<file path="src/rtl/apb_pkg.sv">
// Shared types and default parameters for the APB requester and its helpers.
package apb_pkg;

    // Transfer phases of the APB requester.
    typedef enum logic [1:0] {
        IDLE   = 2'd0,
        SETUP  = 2'd1,
        ACCESS = 2'd2
    } apb_state_t;

    localparam int APB_ADDR_W  = 32;
    localparam int APB_DATA_W  = 32;
    localparam int APB_TIMEOUT = 16;

endpackage

</file>
<file path="src/rtl/apb_wait_timer.sv">
// Counts ACCESS wait states and flags when the last allowed wait cycle is reached.
module apb_wait_timer
    import apb_pkg::*;
#(
    parameter int TIMEOUT = APB_TIMEOUT
) (
    input  logic clk,
    input  logic rst,
    input  logic clear,
    input  logic enable,
    output logic terminal
);

    localparam int CW = $clog2(TIMEOUT + 1);
    localparam logic [CW-1:0] LAST = CW'(TIMEOUT - 1);
    localparam logic [CW-1:0] MAX  = CW'(TIMEOUT);

    logic [CW-1:0] count;

    // Saturating wait counter: cleared at the start of each transfer, never wraps.
    always_ff @(posedge clk) begin
        if (rst) begin
            count <= '0;
        end else if (clear) begin
            count <= '0;
        end else if (enable && (count != MAX)) begin
            count <= count + CW'(1);
        end
    end

    assign terminal = (count == LAST);

endmodule

</file>
<file path="src/rtl/apb_master.sv">
// Single-outstanding APB3 requester: turns a valid/ready command stream into
// SETUP/ACCESS transfers and returns one registered response per command.
module apb_master
    import apb_pkg::*;
#(
    parameter int ADDR_W  = APB_ADDR_W,
    parameter int DATA_W  = APB_DATA_W,
    parameter int TIMEOUT = APB_TIMEOUT
) (
    input  logic              i_clk,
    input  logic              i_rst,
    input  logic              i_cmd_valid,
    output logic              o_cmd_ready,
    input  logic              i_cmd_write,
    input  logic [ADDR_W-1:0] i_cmd_addr,
    input  logic [DATA_W-1:0] i_cmd_wdata,
    output logic              o_rsp_valid,
    output logic [DATA_W-1:0] o_rsp_rdata,
    output logic              o_rsp_err,
    output logic [ADDR_W-1:0] o_paddr,
    output logic              o_pwrite,
    output logic [DATA_W-1:0] o_pwdata,
    output logic              o_psel,
    output logic              o_penable,
    input  logic [DATA_W-1:0] i_prdata,
    input  logic              i_pready
);

    apb_state_t state;
    apb_state_t next_state;

    logic accept;
    logic timer_clear;
    logic timer_enable;
    logic timer_terminal;
    logic done_ok;
    logic done_timeout;

    logic psel_d;
    logic penable_d;
    logic ready_d;

    // o_cmd_ready is only high while idle, so it alone qualifies an accept.
    assign accept       = i_cmd_valid & o_cmd_ready;
    assign timer_clear  = (state == SETUP);
    assign timer_enable = (state == ACCESS) & ~i_pready;
    assign done_ok      = (state == ACCESS) & i_pready;
    assign done_timeout = (state == ACCESS) & ~i_pready & timer_terminal;

    apb_wait_timer #(
        .TIMEOUT (TIMEOUT)
    ) u_wait_timer (
        .clk      (i_clk),
        .rst      (i_rst),
        .clear    (timer_clear),
        .enable   (timer_enable),
        .terminal (timer_terminal)
    );

    // State register; phase outputs are registered from the next-state decode.
    always_ff @(posedge i_clk) begin
        if (i_rst) begin
            state       <= IDLE;
            o_psel      <= 1'b0;
            o_penable   <= 1'b0;
            o_cmd_ready <= 1'b0;
        end else begin
            state       <= next_state;
            o_psel      <= psel_d;
            o_penable   <= penable_d;
            o_cmd_ready <= ready_d;
        end
    end

    // Next-state logic: ready slave completes, exhausted wait budget aborts.
    always_comb begin
        next_state = state;
        case (state)
            IDLE: begin
                if (accept) begin
                    next_state = SETUP;
                end
            end
            SETUP: begin
                next_state = ACCESS;
            end
            ACCESS: begin
                if (i_pready || timer_terminal) begin
                    next_state = IDLE;
                end
            end
            default: begin
                next_state = IDLE;
            end
        endcase
    end

    // Output decode for the phase the FSM is about to enter.
    always_comb begin
        psel_d    = 1'b0;
        penable_d = 1'b0;
        ready_d   = 1'b0;
        case (next_state)
            IDLE:    ready_d = 1'b1;
            SETUP:   psel_d  = 1'b1;
            ACCESS: begin
                psel_d    = 1'b1;
                penable_d = 1'b1;
            end
            default: ready_d = 1'b0;
        endcase
    end

    // Capture the accepted command; held stable until the next accept.
    always_ff @(posedge i_clk) begin
        if (i_rst) begin
            o_paddr  <= '0;
            o_pwrite <= 1'b0;
            o_pwdata <= '0;
        end else if (accept) begin
            o_paddr  <= i_cmd_addr;
            o_pwrite <= i_cmd_write;
            o_pwdata <= i_cmd_wdata;
        end
    end

    // One-cycle response pulse; data and error hold until the next response.
    always_ff @(posedge i_clk) begin
        if (i_rst) begin
            o_rsp_valid <= 1'b0;
            o_rsp_rdata <= '0;
            o_rsp_err   <= 1'b0;
        end else begin
            o_rsp_valid <= done_ok | done_timeout;
            if (done_ok) begin
                o_rsp_rdata <= o_pwrite ? '0 : i_prdata;
                o_rsp_err   <= 1'b0;
            end else if (done_timeout) begin
                o_rsp_rdata <= '0;
                o_rsp_err   <= 1'b1;
            end
        end
    end

endmodule

</file>
<file path="config.mk">
export PLATFORM = sky130hd
export DESIGN_NAME = apb_master
export DESIGN_NICKNAME = d
export VERILOG_FILES = /design/src/rtl/apb_pkg.sv /design/src/rtl/apb_wait_timer.sv /design/src/rtl/apb_master.sv
export SDC_FILE = /design/constraint.sdc
export NUM_CORES = 1
export LEC_CHECK = 0
export ABC_AREA = 1
export CORE_MARGIN = 10
export CORE_UTILIZATION = 36
export CTS_BUF_LIST = sky130_fd_sc_hd__clkbuf_16
export DETAILED_ROUTE_END_ITERATION = 7
export PLACE_DENSITY = 0.77
export REMOVE_ABC_BUFFERS = 1
export SYNTH_ARGS = -nofsm -noshare
export SYNTH_HDL_FRONTEND = slang
export SYNTH_SLANG_ARGS = --single-unit
</file>
<file path="constraint.sdc">
create_clock -name i_clk -period 1.5 [get_ports i_clk]
set_input_delay 0.225 -clock i_clk [delete_from_list [all_inputs] [get_ports i_clk]]
set_output_delay 0.225 -clock i_clk [all_outputs]
set_load 0.02 [all_outputs]
</file>
==> impl_metrics.csv, run 1 <==
group,metric,value,unit
routing,antenna_left,0,
sta,maxSlewViolCount,0,
yosys,yosysTopAreaCellShare,54.6,%
final_layout,antenna_cells,0,
final_layout,final_area,0.00663,mm^2
floorplan,io_pins,203,
setup_path,max_stage_delay,0.35,ns
worst_hold_path,whs_path_depth,2,
pwr,power.leakage,2.95,nW
clocking,clk_pin_slew_worst_paths,0.08,ns
clocking,cts_buffers,9,
setup_path,cp_num_buf_inv,4,
setup_path,worst-r2r-setup-slack,-0.12,ns
final_layout,final_cells,853,
final_layout,fin_util,61.1,%
yosys,yosys.area.top_type,"dfxtp_1",
sta,finalWorstSetupSlack,-0.125,ns
pwr,ir_drop,0.000577,V
clocking,clock_latency,0.33,ns
floorplan,dieArea,0.0157,mm^2
yosys,synth_edf_count,0,
setup_path,endpoint_kind,"register",
routing,drt_pass1_iterations,4,
setup_path,cp_data_required_time,1.76,ns
placed_design,place_area,0.00618,mm^2
sta,finalSetupViolCount,34,
placed_design,post-place-cells,831,
clocking,clock-sinks,109,
pwr,p_switching,1.73,mW
pwr,p_int,4.71,mW
sta,hold_slack,0.467,ns
setup_path,cp_cell_sequence,"ha_4 -> inv_2 -> nor2_2 -> ha_2 -> buf_6 -> o21ai_4 -> buf_12 -> clkbuf_16 -> nand2_1 -> a21oi_1",
pwr,seq_power_share,48.5,%
sta,final.min_clock_period,1.62,ns
pwr,clockPowerShare,34.0,%
sta,worstMarginPinSlew,0.473,ns
floorplan,rows,38,
placed_design,place.port_buffers,202,
routing,via_count,4153,
clocking,cts_tree,"yes",
placed_design,finalWeightedCongestion,0.874,
clocking,cts_buffer_depth,2,
yosys,async_flop_share,0,%
floorplan,initial_utilization,36.9,%
final_layout,fin_nets,814,
yosys,syn_avg_cell_area,7.95,um^2
yosys,ys_types,22,
setup_path,rr_worst_depth,10,
yosys,synthTopCellsByArea,"dfxtp_1, nor2_1, o21ai_0, nand3_1, nand2_1",
sta,clock_skew,0.0122,ns
routing,drcViolationCount,0,
setup_path,cp.arrival,1.89,ns
final_layout,multi_input_area,0.00171,mm^2
setup_path,cpLargestDelayFamily,"buffers and inverters",
global_routing,grt_pass1_vias,4115,
pwr,combinationalPowerShare,17.5,%
floorplan,die_w,125,um
setup_path,worstSetupPathType,"reg -> reg",
pwr,powerDensity,972,mW/mm^2
clocking,cts-root-buf,"clkbuf_16",
setup_path,cp_num_cells,10,
outcome,status,"finished, violations left",
outcome,violations,"negative setup slack",
global_routing,grt_max_degree,44,
routing,drtIter0Drc,191,
global_routing,grt.overflow.total,0,
final_layout,register_area,0.00218,mm^2
yosys,synth-seq-area-share,54.6,%
global_routing,grtUsageTotal,16.2,%
setup_path,start_kind,"register",
floorplan,die_y,125,um
final_layout,layout_commonest_cell,"nor2_1",
placed_design,dpl_worst_slack,-0.173,ns
sta,setup_tns,-2.25,ns
final_layout,drive_gt1_share,12.5,%
clocking,htreeDepth,3,
final_layout,most-common-layout-cells,"nor2_1, dfxtp_1, clkdlybuf4s50_1",
sta,slew_headroom,68.5,%
setup_path,cp_max_fo,8,
yosys,synthFlopType,"dfxtp_1",
yosys,ys_warn_count,0,
pwr,p_sw_share,26.9,%
sta,max_freq,616,MHz
sta,finalCritPeriodShare,108,%
pwr,power,6.44,mW
placed_design,dp_hpwl,10000,um
sta,rsz0062_at_grt,"true",
worst_hold_path,hold_class,"reg -> reg",
yosys,syn_inst,503,
run,max_cap_violations,0,
floorplan,core,0.0108,mm^2
yosys,synth_area,0.00400,mm^2
final_layout,area_growth,65.8,%
sta,hold_violations,0,
routing,via_per_inst,4.87,
routing,wl_per_cell,16.5,um
clocking,cts_hold_buf,0,
final_layout,fill_cells,959,
global_routing,antenna_found_initial,0,
setup_path,critPathSlowestCell,"dfxtp_2",
routing,drt_wl_total,14000,um
global_routing,grt_pass1_wl,21300,um
yosys,synth_seq_cells,109,
## kinds of logic after synthesis
kind of cell | share of synthesized area (%)
AOI/OAI and AO/OA | 13.9
adders and majority gates | 1.56
buffers and inverters | 6.73
DFF | 54.6
and+or+nand+nor | 23.3
## final timing paths
| check | start | endpoint |
|---|---|---|
| min reg2reg | o_rsp_rdata[1] | o_rsp_rdata[1] |
| max | u_wait_timer.count[0] | o_rsp_rdata[6] |
| max reg2reg | u_wait_timer.count[0] | o_rsp_rdata[6] |
| min | o_rsp_rdata[1] | o_rsp_rdata[1] |
## cells in the mapped netlist (2+ instances only)
master / number
nor2_1: 141
buf_6: 6
buf_2: 14
dfxtp_1: 109
o21ai_1: 7
clkbuf_1: 9
ha_1: 5
nand3_1: 36
inv_2: 3
buf_4: 3
a21oi_1: 35
o21ai_0: 60
inv_1: 15
buf_1: 2
a21oi_2: 4
nand2_1: 48
## registers in the layout, indices dropped and copies added (netlist names)
register            flops
o_cmd_ready             1
o_paddr                32
o_penable               1
o_psel                  1
o_pwdata               32
o_pwrite                1
o_rsp_err               1
o_rsp_rdata            32
o_rsp_valid             1
state                   2
u_wait_timer.count      5
## final cells by class
class / instances / share of cell area, %
Clock buffer: 9 / 3.40
Multi-Input combinational cell: 342 / 25.8
Timing Repair Buffer: 228 / 33.4
Tap cell: 140 / 2.64
Inverter: 18 / 1.02
Clock inverter: 7 / 0.717
Sequential cell: 109 / 33.0
## routing by layer
metal | global-route usage (%) | up-vias | share of wire [%]
li1 | - | 2035 | -
met1 | 18.0 | 1906 | 41
met2 | 26.9 | 193 | 45
met3 | 8.15 | 19 | 12
met4 | 4.54 | 0 | 1.8
met5 | 0 | - | 0
## power by group through the flow
stage / clock network, mW / logic [mW] / registers (mW)
CTS: 2.26 / 1.13 / 3.12
global placement: 0 / 1.19 / 3.18
finish: 2.19 / 1.13 / 3.12
global route: 2.38 / 1.23 / 3.14
detailed placement: 0 / 1.21 / 3.19
floorplan: 0 / 0.301 / 3.37
## worst register-to-register path: stages (launching register included)
cell,delay (ns)
dfxtp_2,0.35
ha_4,0.17
inv_2,0.05
nor2_2,0.04
ha_2,0.18
buf_6,0.12
o21ai_4,0.13
buf_12,0.15
clkbuf_16,0.18
nand2_1,0.07
a21oi_1,0.13
## repair_timing
| action | 4_1_cts | 5_1_grt |
|---|---|---|
| pin swaps | 2 | 21 |
| cloned | 2 | 2 |
| resized for setup | 120 | 42 |
| buffers inserted | 2 | 3 |
| setup endpoints to repair | 135 | 39 |
Power figures use the tool's default switching activity.
==> inputs of run 2 (changes only) <==
--- a/config.mk
+++ b/config.mk
@@ -10,6 +10,7 @@
 export CORE_UTILIZATION = 36
 export CTS_BUF_LIST = sky130_fd_sc_hd__clkbuf_16
 export DETAILED_ROUTE_END_ITERATION = 7
+export HOLD_SLACK_MARGIN = 0.06
 export PLACE_DENSITY = 0.77
 export REMOVE_ABC_BUFFERS = 1
 export SYNTH_ARGS = -nofsm -noshare
==> results of run 2 <==
The final DEF is identical to that of run 1; final timing and power are the same.
